## src/rtl/wb_ram_bank_arbiter.sv

```systemverilog
// Round-robin two-master Wishbone classic arbiter/sequencer in front of byte-writable BRAM banks.
// Optional macro WB_RAM_ARB_RANGE_ERR_EN: out-of-range addresses get err instead of aliasing.
module wb_ram_bank_arbiter #(
    parameter int BANK_BITS  = 1,
    parameter int ADDR_WIDTH = 32,
    localparam int NUM_BANKS = 2 ** BANK_BITS
) (
    input  logic                    clk,
    input  logic                    rst,
    input  logic [ADDR_WIDTH-1:0]   m0_adr_i,
    input  logic [31:0]             m0_dat_i,
    input  logic [3:0]              m0_sel_i,
    input  logic                    m0_we_i,
    input  logic                    m0_cyc_i,
    input  logic                    m0_stb_i,
    output logic [31:0]             m0_dat_o,
    output logic                    m0_ack_o,
    output logic                    m0_err_o,
    input  logic [ADDR_WIDTH-1:0]   m1_adr_i,
    input  logic [31:0]             m1_dat_i,
    input  logic [3:0]              m1_sel_i,
    input  logic                    m1_we_i,
    input  logic                    m1_cyc_i,
    input  logic                    m1_stb_i,
    output logic [31:0]             m1_dat_o,
    output logic                    m1_ack_o,
    output logic                    m1_err_o,
    output logic [3:0]              ram_we,
    output logic [31:0]             ram_din,
    output logic [14:0]             ram_waddr,
    output logic [14:0]             ram_raddr,
    output logic [NUM_BANKS-1:0]    ram_bank_select,
    input  logic [32*NUM_BANKS-1:0] ram_dout
);

    typedef enum logic [1:0] {ST_IDLE, ST_ISSUE, ST_DATA, ST_ACK} state_t;

    state_t                 state_r;
    logic                   last_grant_r;
    logic                   grant_r;
    logic                   we_r;
    logic [BANK_BITS-1:0]   bank_r;
    logic                   ack0_r;
    logic                   ack1_r;
    logic                   err0_r;
    logic                   err1_r;

    logic                   req0_s;
    logic                   req1_s;
    logic                   gnt_valid_s;
    logic                   gnt_s;
    logic [ADDR_WIDTH-1:0]  adr_s;
    logic [31:0]            dat_s;
    logic [3:0]             sel_s;
    logic                   we_s;
    logic [BANK_BITS-1:0]   bank_s;
    logic                   range_err_s;
    logic                   gcyc_s;
    logic [31:0]            rdata_s;
    logic [31:0]            bank_dout_s [NUM_BANKS];
    logic                   unused_adr_s;

    assign req0_s      = m0_cyc_i & m0_stb_i;
    assign req1_s      = m1_cyc_i & m1_stb_i;
    assign gnt_valid_s = req0_s | req1_s;
    assign bank_s      = adr_s[16+BANK_BITS:17];
    assign gcyc_s      = grant_r ? m1_cyc_i : m0_cyc_i;

    for (genvar k = 0; k < NUM_BANKS; k++) begin : g_bank_dout
        assign bank_dout_s[k] = ram_dout[32*k +: 32];
    end
    assign rdata_s = bank_dout_s[bank_r];

`ifdef WB_RAM_ARB_RANGE_ERR_EN
    assign range_err_s = |(adr_s >> (17 + BANK_BITS));
`else
    assign range_err_s = 1'b0;
`endif
    // Byte lane bits and (without range checking) the alias bits never steer anything.
    assign unused_adr_s = ^{adr_s[1:0], adr_s >> (17 + BANK_BITS)};

    // Grant selection: a tie goes to the master that was not granted last.
    always_comb begin
        gnt_s = 1'b0;
        if (req0_s && req1_s) begin
            gnt_s = ~last_grant_r;
        end else if (req1_s) begin
            gnt_s = 1'b1;
        end else begin
            gnt_s = 1'b0;
        end
        if (gnt_s) begin
            adr_s = m1_adr_i;
            dat_s = m1_dat_i;
            sel_s = m1_sel_i;
            we_s  = m1_we_i;
        end else begin
            adr_s = m0_adr_i;
            dat_s = m0_dat_i;
            sel_s = m0_sel_i;
            we_s  = m0_we_i;
        end
    end

    // Access sequencer: all bank-side controls and master responses are registered here.
    always_ff @(posedge clk) begin
        if (rst) begin
            state_r         <= ST_IDLE;
            last_grant_r    <= 1'b1;
            grant_r         <= 1'b0;
            we_r            <= 1'b0;
            bank_r          <= {BANK_BITS{1'b0}};
            ack0_r          <= 1'b0;
            ack1_r          <= 1'b0;
            err0_r          <= 1'b0;
            err1_r          <= 1'b0;
            m0_dat_o        <= 32'h0;
            m1_dat_o        <= 32'h0;
            ram_we          <= 4'h0;
            ram_bank_select <= {NUM_BANKS{1'b0}};
            ram_din         <= 32'h0;
            ram_waddr       <= 15'h0;
            ram_raddr       <= 15'h0;
        end else begin
            ram_we          <= 4'h0;
            ram_bank_select <= {NUM_BANKS{1'b0}};
            ack0_r          <= 1'b0;
            ack1_r          <= 1'b0;
            err0_r          <= 1'b0;
            err1_r          <= 1'b0;
            case (state_r)
                ST_IDLE: begin
                    if (gnt_valid_s) begin
                        grant_r      <= gnt_s;
                        last_grant_r <= gnt_s;
                        we_r         <= we_s;
                        bank_r       <= bank_s;
                        if (range_err_s) begin
                            state_r <= ST_ACK;
                            err0_r  <= ~gnt_s;
                            err1_r  <= gnt_s;
                        end else begin
                            state_r         <= ST_ISSUE;
                            ram_we          <= we_s ? sel_s : 4'h0;
                            ram_bank_select <= NUM_BANKS'(1'b1) << bank_s;
                            ram_waddr       <= adr_s[16:2];
                            ram_raddr       <= adr_s[16:2];
                            ram_din         <= dat_s;
                        end
                    end else begin
                        state_r <= ST_IDLE;
                    end
                end
                ST_ISSUE: begin
                    // A dropped cycle still lets the write land; only the ack is withheld.
                    if (!gcyc_s) begin
                        state_r <= ST_IDLE;
                    end else if (we_r) begin
                        state_r <= ST_ACK;
                        ack0_r  <= ~grant_r;
                        ack1_r  <= grant_r;
                    end else begin
                        state_r <= ST_DATA;
                    end
                end
                ST_DATA: begin
                    if (!gcyc_s) begin
                        state_r <= ST_IDLE;
                    end else begin
                        state_r <= ST_ACK;
                        ack0_r  <= ~grant_r;
                        ack1_r  <= grant_r;
                        if (grant_r) begin
                            m1_dat_o <= rdata_s;
                        end else begin
                            m0_dat_o <= rdata_s;
                        end
                    end
                end
                ST_ACK: begin
                    state_r <= ST_IDLE;
                end
                default: begin
                    state_r <= ST_IDLE;
                end
            endcase
        end
    end

    assign m0_ack_o = ack0_r & m0_cyc_i;
    assign m1_ack_o = ack1_r & m1_cyc_i;
    assign m0_err_o = err0_r & m0_cyc_i;
    assign m1_err_o = err1_r & m1_cyc_i;

endmodule

```

## config.mk

```make
export PLATFORM = sky130hd
export DESIGN_NAME = wb_ram_bank_arbiter
export DESIGN_NICKNAME = d
export VERILOG_FILES = /design/src/rtl/wb_ram_bank_arbiter.sv
export SDC_FILE = /design/constraint.sdc
export NUM_CORES = 1
export LEC_CHECK = 0
export ABC_CLOCK_PERIOD_IN_PS = 4400
export BUFFER_PORTS_ARGS = -buffer_cell sky130_fd_sc_hd__buf_2
export CAP_MARGIN = 20
export CORE_AREA = 8 8 129 131
export CTS_CLUSTER_SIZE = 20
export DETAILED_ROUTE_END_ITERATION = 7
export DIE_AREA = 0 0 137 139
export PLACE_DENSITY = 0.75
export SETUP_SLACK_MARGIN = 0.2
export SLEW_MARGIN = 20
export SYNTH_ARGS = -nofsm -noshare
export SYNTH_HDL_FRONTEND = slang
export SYNTH_SLANG_ARGS = --single-unit
```

## constraint.sdc

```tcl
create_clock -name clk -period 4.4 [get_ports clk]
set_input_delay 0.88 -clock clk [delete_from_list [all_inputs] [get_ports clk]]
set_output_delay 0.88 -clock clk [all_outputs]
set_load 0.02 [all_outputs]
```

==> summary.md <==
| Metric | Value |
|---|---|
| Outcome | `complete, no violations` |
| Vias/cell | `5.29` |
| Req. time, crit path | `4.64 ns` |
| P_leak | `0.00331 uW` |
| Unique masters post-synth | `32` |
| Final Critical Period | `2.31 ns` |
| Drt total wl | `18.9 mm` |
| Final Max Slew Viols | `0` |
| Synth Warn # | `0` |
| Clk sinks | `125` |
| H-tree levels | `4` |
| Mean Syn Cell Area | `9.40 sq um` |
| Final setup violation count | `0` |
| Slowest cell on crit path | `and2_4` |
| Root Buffer | `clkbuf_16` |
| Placed cells | `1,036` |
| Detailed Place HPWL | `13.5 mm` |
| Pin count of the biggest net entering global routing | `65` |
| Gr usage total | `19.0%` |
| Hold Startpoint | `m1_dat_o[9]$_SDFFE_PP0P_` |
| FF-to-FF Start | `state_r[1]$_SDFF_PP0_` |
| FFs w/ async S/R, synth | `0%` |
| Post-Synthesis Cells | `618` |
| Final cell count without fillers | `1,068` |
| Reg2Reg Setup Slack | `2.09 ns` |
| Max-Cap Viols | `0` |
| Seq cells post-synth | `125` |
| GP Congestion | `0.768` |
| Layout Nets | `1,079` |
| Final hold violations | `0` |
| Crit path cell chain | `inv_1 -> ha_2 -> buf_4 -> and2_4 -> a311oi_2` |
| Sequential area share after synthesis | `43.1%` |
| Die ar. | `19,000 sq um` |
| Clk buf depth | `2` |
| Largest cells by area after synthesis | `dfxtp_1, a311oi_2, a211oi_1` |
| Die Y | `139 um` |
| Crit-path max FO | `54` |
| Final worst-path cycle share | `52.5%` |
| Post-place setup slack | `1.74 ns` |
| Reg2reg end | `ram_din[23]$_SDFFE_PP0P_` |
| Cts repair resizes | `0` |
| Startpoint Class | `flop` |
| Port-buffer cells | `309` |
| Power Total | `3210 uW` |
| CTS tree | `done` |
| Cell area after synthesis | `5810 sq um` |
| Initial antenna violation count | `0` |
| CTS Hold Bufs | `0` |
| FILL cells | `1,416` |
| Worst skew pair latency | `0.41 ns` |
| Share of layout cells above drive strength 1 | `45.9%` |
| Maximum vdd drop | `247 uV` |
| Core Area | `14,800 sq um` |
| Top Ports | `344` |
| Top_reg_cell synth | `dfxtp_1` |
| Initial cell density of the core | `39.4%` |
| Routed via count | `5,655` |
| Remaining DRCs | `0` |
| Final Util | `53.1%` |
| Critical path class | `flop to flop` |
| First-pass GRT wire length | `29.3 mm` |
| CTS Buf Count | `17` |
| CP endpoint kind | `flop` |
| Pin slew with the least headroom to its limit | `1.08 ns` |
| Worst setup margin | `2.09 ns` |
| Initial DRT Pass Iterations | `4` |
| Tightest Hold Check Type | `flop to flop` |
| Chip width | `137 um` |
| Clk_skew | `0.00605 ns` |
| Slew headroom | `28.2%` |
| Post-CTS setup buffers | `0` |
| F_max | `0.433 GHz` |
| Drt initial violations | `287` |
| Setup_tns | `0 ns` |
| Post-synth top area cell | `dfxtp_1` |
| R2R cell count | `5` |
| Clock slew at reported path FFs | `0.06 ns` |
| Antenna viol nets, final | `0` |
| FP Rows | `45` |
| GRT overflow | `0` |
| RSZ-0062 raised after global routing | `false` |
| Layout area overhead | `34.8%` |
| Max incr delay on CP | `0.82 ns` |
| Vias in the first global route | `5,746` |
| Number of flops mapped to enable cells by yosys | `0` |
| Commonest non-fill, non-tap cell in the layout | `buf_2` |
| Hold endpoint | `m1_dat_o[9]$_SDFFE_PP0P_` |
| Routed WL per cell | `17.7 um` |
| P per Cell Area | `410 nW/um^2` |
| Hold Path Depth | `2` |
| Critical path data arrival time | `2.55 ns` |
| Commonest non-fill, non-tap cells in the layout | `buf_2, dfxtp_1, nor2_1` |
| Top cell type's share of synthesized area | `43.1%` |
| Number of diodes | `0` |
## stage by stage
stage / hold WS, ns / cell area (sq um)
floorplan: 0.441 / 5810
global placement: 0.468 / 7200
detailed placement: 0.480 / 7200
CTS: 0.491 / 7830
global route: 0.512 / 7830
finish: 0.492 / 7830
## per-layer routing
| layer | global-route usage [%] | vias to the layer above | wire length [um] |
|---|---|---|---|
| met1 | 20.0 | 2594 | 7100 |
| met5 | 0 | - | 0 |
| li1 | - | 2800 | - |
| met2 | 32.3 | 243 | 9250 |
| met4 | 5.55 | 0 | 222 |
| met3 | 9.67 | 18 | 2330 |
## state kept, by name, indices dropped and copies added (netlist names)
name / count
state_r: 2
m0_dat_o: 32
ram_din: 32
ack0_r: 1
last_grant_r: 1
grant_r: 1
bank_r: 1
ack1_r: 1
ram_we: 4
ram_bank_select: 2
m1_dat_o: 32
we_r: 1
ram_raddr: 15
## final cells by class
class	count	area, sq um	area share, %
multi-input combinational	403	2850	36.3
clock inverter	10	163	2.08
sequential	125	2500	32.0
inverter	3	11.3	0.144
clock buffer	22	464	5.93
timing repair buffer	317	1610	20.5
tap	188	235	3.00
## cells in the mapped netlist, types with 3 or more instances
master	count
ha_1	4
a21oi_1	56
inv_1	3
buf_2	20
o211ai_1	4
mux2i_1	32
buf_4	17
nand3_1	51
a311oi_2	49
clkbuf_1	40
buf_1	4
nor2_1	68
o21ai_1	8
dfxtp_1	125
a211oi_1	64
buf_6	7
and2_1	3
nand4_1	4
nand2_1	3
o21ai_0	42
## cells by family after synthesis
| kind of cell | count (synthesis) | synth area share [%] |
|---|---|---|
| flops | 125 | 43.1 |
| mux | 32 | 5.51 |
| compound gates | 228 | 31.4 |
| fa+ha+maj | 4 | 0.862 |
| other cells | 1 | 0.0646 |
| simple gates | 137 | 10.8 |
| buf+inv | 91 | 8.32 |
## critical path, delay by kind of cell, from the launching register on
| kind | cells | cell delay [ns] |
|---|---|---|
| DFF | 1 | 0.31 |
| AOI/OAI and AO/OA | 1 | 0.21 |
| buffers and inverters | 2 | 0.59 |
| adders and majority gates | 1 | 0.18 |
| and+or+nand+nor | 1 | 0.82 |
## report_power, final
part,total (uW),switching (uW),internal (uW)
Sequential,1210,28.4,1180
Clock,1480,499,978
Combinational,524,323,201
Total,3210,851,2360
## how the worst max path moves through the flow
stage	from	end	slack [ns]	depth (start not counted)
floorplan	m0_cyc_i	m0_ack_o	2.43	1
global placement	m1_cyc_i	bank_r$_SDFFE_PP0P_	1.77	4
detailed placement	m1_cyc_i	bank_r$_SDFFE_PP0P_	1.74	4
CTS	state_r[1]$_SDFF_PP0_	ram_din[27]$_SDFFE_PP0P_	2.09	5
global route	state_r[1]$_SDFF_PP0_	ram_din[27]$_SDFFE_PP0P_	1.94	5
finish	state_r[1]$_SDFF_PP0_	ram_din[23]$_SDFFE_PP0P_	2.09	5
Note: power is estimated with default switching activity, not from simulation.
